--- src/rtl/lcd_text_formatter.sv ---
// Renders a 16-bit value as right-aligned decimal on line 2 of a 2x16 LCD and
// paces refresh requests for the controller. Optional hex suffix: LCD_FMT_HEX_EN.
module lcd_text_formatter #(
  parameter logic [127:0] BANNER       = 128'h2020_4C43_4420_2043_4F55_4E54_4552_2020,
  parameter logic [47:0]  LABEL        = 48'h434F_554E_543A,
  parameter int           REFRESH_HOLD = 200,
  parameter int           MIN_GAP      = 250000
) (
  input  logic         clk,
  input  logic         reset_n,
  input  logic [15:0]  value_in,
  input  logic         value_valid,
  input  logic         lcd_ready,
  output logic [127:0] line1,
  output logic [127:0] line2,
  output logic         refresh,
  output logic         busy,
  output logic         pending
);

  // Handshake: value_valid is a one-cycle strobe with no backpressure; refresh
  // is held for REFRESH_HOLD cycles while lcd_ready stays high, else retried.
  typedef enum logic [2:0] {
    IDLE, CONVERT, FORMAT, WAIT_READY, HOLD, GAP
  } state_t;

  localparam int CNT_MAX = (MIN_GAP > REFRESH_HOLD) ? MIN_GAP : REFRESH_HOLD;
  localparam int CNT_W   = (CNT_MAX > 1) ? $clog2(CNT_MAX) : 1;
  localparam logic [CNT_W-1:0] HOLD_LAST = CNT_W'(REFRESH_HOLD - 1);
  localparam logic [CNT_W-1:0] GAP_LAST  = CNT_W'(MIN_GAP - 1);

  state_t            state_q, state_d;
  logic [15:0]       pend_val_q, pend_val_d;
  logic              pending_q, pending_d;
  logic [15:0]       shift_q, shift_d;
  logic [19:0]       bcd_q, bcd_d;
  logic [3:0]        iter_q, iter_d;
  logic [CNT_W-1:0]  cnt_q, cnt_d;
  logic [127:0]      line2_q, line2_d;
  logic              refresh_q, refresh_d;
`ifdef LCD_FMT_HEX_EN
  logic [15:0]       hex_q, hex_d;
  logic [3:0]        nib;
`endif

  logic [19:0]       bcd_adj;
  logic [35:0]       dd_shifted;
  logic [3:0]        digit;
  logic              seen_nz;
  logic              take_direct;

  // In IDLE with nothing queued a fresh strobe starts converting immediately.
  assign take_direct = (state_q == IDLE) && !pending_q && value_valid;

  always_comb begin
    state_d    = state_q;
    pend_val_d = pend_val_q;
    pending_d  = pending_q;
    shift_d    = shift_q;
    bcd_d      = bcd_q;
    iter_d     = iter_q;
    cnt_d      = cnt_q;
    line2_d    = line2_q;
    refresh_d  = 1'b0;
    bcd_adj    = bcd_q;
    dd_shifted = '0;
    digit      = '0;
    seen_nz    = 1'b0;
`ifdef LCD_FMT_HEX_EN
    hex_d      = hex_q;
    nib        = '0;
`endif

    case (state_q)
      IDLE: begin
        if (pending_q || value_valid) begin
          state_d   = CONVERT;
          bcd_d     = '0;
          iter_d    = '0;
          shift_d   = pending_q ? pend_val_q : value_in;
          pending_d = 1'b0;
`ifdef LCD_FMT_HEX_EN
          hex_d     = pending_q ? pend_val_q : value_in;
`endif
        end
      end
      CONVERT: begin
        for (int i = 0; i < 5; i++) begin
          if (bcd_q[4*i +: 4] >= 4'd5) bcd_adj[4*i +: 4] = bcd_q[4*i +: 4] + 4'd3;
        end
        dd_shifted = {bcd_adj, shift_q} << 1;
        bcd_d      = dd_shifted[35:16];
        shift_d    = dd_shifted[15:0];
        iter_d     = iter_q + 4'd1;
        if (iter_q >= 4'd15) state_d = FORMAT;
      end
      FORMAT: begin
        line2_d          = {16{8'h20}};
        line2_d[127:80]  = LABEL;
        for (int i = 4; i >= 0; i--) begin
          digit   = bcd_q[4*i +: 4];
          seen_nz = seen_nz || (digit != 4'd0) || (i == 0);
          line2_d[8*i+40 +: 8] = seen_nz ? {4'h3, digit} : 8'h20;
        end
`ifdef LCD_FMT_HEX_EN
        for (int n = 0; n < 4; n++) begin
          nib = hex_q[4*n +: 4];
          line2_d[8*n +: 8] = (nib < 4'd10) ? (8'h30 + {4'h0, nib}) : (8'h37 + {4'h0, nib});
        end
`endif
        state_d = WAIT_READY;
      end
      WAIT_READY: begin
        if (lcd_ready) begin
          state_d   = HOLD;
          cnt_d     = '0;
          refresh_d = 1'b1;
        end
      end
      HOLD: begin
        if (!lcd_ready) begin
          state_d = WAIT_READY;
        end else if (cnt_q >= HOLD_LAST) begin
          state_d = GAP;
          cnt_d   = '0;
        end else begin
          refresh_d = 1'b1;
          cnt_d     = cnt_q + CNT_W'(1);
        end
      end
      GAP: begin
        if (cnt_q >= GAP_LAST) state_d = IDLE;
        else                   cnt_d   = cnt_q + CNT_W'(1);
      end
      default: state_d = IDLE;
    endcase

    // Latest strobe always wins the pending slot unless consumed directly.
    if (value_valid && !take_direct) begin
      pend_val_d = value_in;
      pending_d  = 1'b1;
    end
  end

  always_ff @(posedge clk or negedge reset_n) begin
    if (!reset_n) begin
      state_q    <= IDLE;
      pend_val_q <= '0;
      pending_q  <= 1'b0;
      shift_q    <= '0;
      bcd_q      <= '0;
      iter_q     <= '0;
      cnt_q      <= '0;
      line2_q    <= {16{8'h20}};
      refresh_q  <= 1'b0;
`ifdef LCD_FMT_HEX_EN
      hex_q      <= '0;
`endif
    end else begin
      state_q    <= state_d;
      pend_val_q <= pend_val_d;
      pending_q  <= pending_d;
      shift_q    <= shift_d;
      bcd_q      <= bcd_d;
      iter_q     <= iter_d;
      cnt_q      <= cnt_d;
      line2_q    <= line2_d;
      refresh_q  <= refresh_d;
`ifdef LCD_FMT_HEX_EN
      hex_q      <= hex_d;
`endif
    end
  end

  assign line1   = BANNER;
  assign line2   = line2_q;
  assign refresh = refresh_q;
  assign busy    = (state_q != IDLE);
  assign pending = pending_q;

endmodule

--- config.mk ---
export PLATFORM = sky130hd
export DESIGN_NAME = lcd_text_formatter
export DESIGN_NICKNAME = d
export VERILOG_FILES = /design/src/rtl/lcd_text_formatter.sv
export SDC_FILE = /design/constraint.sdc
export NUM_CORES = 1
export LEC_CHECK = 0
export CORE_ASPECT_RATIO = 1.75
export CORE_MARGIN = 3
export CORE_UTILIZATION = 40
export CTS_CLUSTER_SIZE = 40
export DETAILED_ROUTE_END_ITERATION = 7
export PLACE_DENSITY = 0.79
export SLEW_MARGIN = 20
export SYNTH_ARGS = -nofsm -noshare
export SYNTH_HDL_FRONTEND = slang
export SYNTH_SLANG_ARGS = --single-unit
--- constraint.sdc ---
create_clock -name clk -period 1.75 [get_ports clk]
set_input_delay 0.35 -clock clk [delete_from_list [all_inputs] [get_ports clk]]
set_output_delay 0.35 -clock clk [all_outputs]
set_load 0.1 [all_outputs]
==> impl_summary.log <==
INFO  metric result_of_the_run = finished with violations
INFO  metric failed_checks = negative setup slack
INFO  metric grt_first_pass_wirelength = 24,800 um
INFO  metric power.share.combinational = around two thirds
INFO  metric place.port_buffers = 74
INFO  metric syn_to_final_growth = 32.6%
INFO  metric wirelength = approximately 18,000 um
INFO  metric final_period_minus_worst_setup_slack = between 1.5 and 2 ns
INFO  metric p_switching = 10.8 mW
INFO  metric critPathLaunch = state_q[2]
INFO  metric worst_setup_hold_path_clk_slew = approximately 0.07 ns
INFO  metric num_antenna_cells = 0
INFO  metric series_of_cell_instances_along_the_critical_path = or3_4, buf_6, o21ai_4, clkbuf_16, mux2_4
INFO  metric synthMostInstantiatedCell = buf_4
INFO  metric netlist_instances = 757
INFO  metric detail_route.first_pass.iterations = 4
INFO  metric grt_setup_unrepaired = yes
INFO  metric worst_case_clock_skew = 0.00820 ns
INFO  metric worst_ep_arrival = 2.13 ns
INFO  metric cts_sinks = 105
INFO  metric finalCoreUtilization = 54.1%
INFO  metric synth.area.top_cells = dfrtp_1 36%, buf_4 24%, nand2_1 4.2%
INFO  metric worst-endpoint-required = around 2.0 ns
INFO  metric pre_cts_slack = -0.162 ns
INFO  metric detailedPlacementHpwl = 12,100 um
INFO  metric worstSetupEndpointType = flip-flop
INFO  metric cp_num_buf_inv = 2
INFO  metric dominantRegCellSynth = dfrtp_1
INFO  metric total_number_of_yosys_warnings = 0
INFO  metric first_iter_violations = 372
INFO  metric hold_class = input pin to asynchronous set/reset pin
INFO  metric share_seq_of_total_power = 21.1%
INFO  metric cts_buffers = 9
INFO  metric antenna_violating_nets_post_route = 0
INFO  metric clock_path_buffers = 2
INFO  metric cts_tree = yes
INFO  metric clock_power_share = between 10% and 20%
INFO  metric wl_per_cell = 15.6 um
INFO  metric post_drt_via_cell_ratio = 4.73
INFO  metric hold_violations = 0
INFO  metric synth.avg_cell_area = about 9.5 um^2
INFO  metric timing.critical_path.fanout_max = 8
INFO  metric synth_area = 7160 um^2
INFO  metric layout_worst_path_cycle_share = 108%
INFO  metric num_vias = 5,330
INFO  metric regToRegStartpoint = state_q[2]
INFO  metric final_global_route_overflow_total = 0
INFO  metric slew_violations = 0
INFO  metric grt_max_degree = 52
INFO  metric critical_path.slowest_cell = dfrtp_2
INFO  metric postLayoutSetupSlackWorst = -0.137 ns
INFO  metric register_area_share_after_synthesis = 36.7%
INFO  metric synth_top_area_share = 36.4%
INFO  metric async_flop_share = 100%
INFO  metric netlist_top_cells_count = 232 x buf_4, 104 x dfrtp_1, 80 x nand2_1
INFO  metric final_net_count = 926
INFO  metric rrSetupSlack = -0.14 ns
INFO  metric num_rows = 64
INFO  metric timing.max_cap.violations = 0
INFO  metric setup.worst_path.start_class = flip-flop
INFO  metric cts_root_buffer = clkbuf_16
INFO  metric synthDistinctLibCells = 70
INFO  metric netlist.top_cell.by_area = dfrtp_1
INFO  metric final_weighted_congestion_in_routability_driven_placement = 0.924
INFO  metric p_leak = 4.51 nW
INFO  metric fp.dieW = 107 um
INFO  metric final_design_instance_area_without_fill = around 9500 um^2
INFO  metric insertion_delay = 0.36 ns
INFO  metric worst_ir_drop_vdd = 1.30 mV
INFO  metric floorplan.initialDensity = 40.8%
INFO  metric slowest_delay = about 0.43 ns
INFO  metric grt_pass1_vias = 4,945
INFO  metric layout-drive-gt1-share = 32.1%
INFO  metric dpl_cell_area = 8340 um^2
INFO  metric ios = 279
INFO  metric die_height = about 180 um
INFO  metric internal_portion_of_total_power = 9.63 mW
INFO  metric synth_enable_flop_cells = 0
INFO  metric cpLargestDelayFamily = flip-flops
INFO  metric crit_type = flip-flop to flip-flop
INFO  metric number_of_h_tree_levels = 3
INFO  metric initial_antenna_violation_count = 0
INFO  metric finalSetupViolCount = 48
INFO  metric power_density = between 2000 and 2500 nW/um^2
INFO  metric die_area = 19,600 um^2
INFO  metric timing.fmax = 0.530 GHz
INFO  metric fillCellCount = 1,443
INFO  metric drc = 0
INFO  metric grt.total_usage = 16.0%
INFO  metric core-area = 17,500 um^2
INFO  metric synth_seq_cells = 105
INFO  metric swShare = 53.0%
-- timing repair --
item,in CTS,in global routing
setup endpoints to repair,44,65
buffers inserted,8,12
resized for setup,31,120
pin swaps,9,29
endpoints found under the hold margin,17,0
gates cloned,1,8
hold buffers,1,0
-- area by class of cell --
cell class	instances	area [um^2]	share of cell area, %
clock buffer	10	239	2.52
clock inverter	6	72.6	0.765
inverter	18	83.8	0.883
multi-input combinational	580	3830	40.4
sequential	105	2640	27.8
tap	231	289	3.05
timing repair buffer	177	2330	24.6
-- cell families (layout without fill, tap and decap cells) --
logic type	count (synthesis)	after routing	synth area share [%]
adders and majority gates	16	16	2.76
DFF	105	105	36.7
buffers and inverters	275	211	27.3
and+or+nand+nor	165	165	11.6
AOI/OAI and AO/OA	135	136	12.9
xor gates and xnor gates	7	7	0.857
muxes	52	52	7.73
other	2	204	0.105
-- cells in the final DEF, fill, tap and decap left out, types with 8 or more instances in the layout --
cell type,synthesis,final
conb_1,2,204
dfrtp_1,104,97
buf_4,232,70
nand2_1,80,66
buf_12,0,62
mux2i_1,26,26
o21ai_1,15,21
buf_6,2,20
clkdlybuf4s50_1,0,18
o21ai_2,2,17
mux2_4,0,16
inv_1,17,15
a21oi_1,20,15
nor2_1,21,15
clkbuf_16,0,15
o31ai_1,14,14
o21ai_0,36,13
ha_1,15,13
nand2b_1,12,11
o22ai_1,12,11
nand3_1,8,8
nand2_4,0,8
-- worst paths after layout --
kind                       depth (start not counted)             to
max in group asynchronous                          3     line2[125]
min reg2reg                                        2     shift_q[8]
min in group clk                                   2     shift_q[8]
max reg2reg                                        5  pend_val_q[3]
min                                                2      line2[75]
max                                                5  pend_val_q[3]
-- power groups by stage --
| stage | clock network (mW) | registers [mW] | logic (mW) |
|---|---|---|---|
| 2_1_floorplan | 0 | 5.61 | 7.36 |
| 6_report | 2.14 | 4.31 | 14.0 |
| 4_1_cts | 2.17 | 4.20 | 12.5 |
| 5_1_grt | 2.26 | 4.45 | 14.7 |
| 3_3_place_gp | 0 | 4.20 | 11.8 |
| 3_5_place_dp | 0 | 4.25 | 11.9 |
-- state kept, by name (all words and copies together) (netlist names) --
register,flops
cnt_q,18
iter_q,4
refresh,1
pending,1
shift_q,16
state_q,3
pend_val_q,16
bcd_q,20
line2,26
-- per-layer routing --
metal	track usage (%)	up-vias	wire [um]
met5	0	-	0
met4	8.91	0	794
met1	16.3	2591	5820
met2	30.2	276	9710
li1	-	2416	-
met3	2.54	47	1250
-- stage by stage --
stage	setup TNS [ns]	hold slack (ns)	std cells	power, mW
3_3_place_gp	-1.60	0.254	1081	16.0
3_5_place_dp	-2.68	0.255	1081	16.2
4_1_cts	-1.61	0.428	1107	18.8
5_1_grt	-6.35	0.428	1127	21.4
2_1_floorplan	-1.95	0.0544	959	13.0
6_report	-3.41	0.414	1127	20.5
No activity file was read; power rests on OpenSTA's default activity.
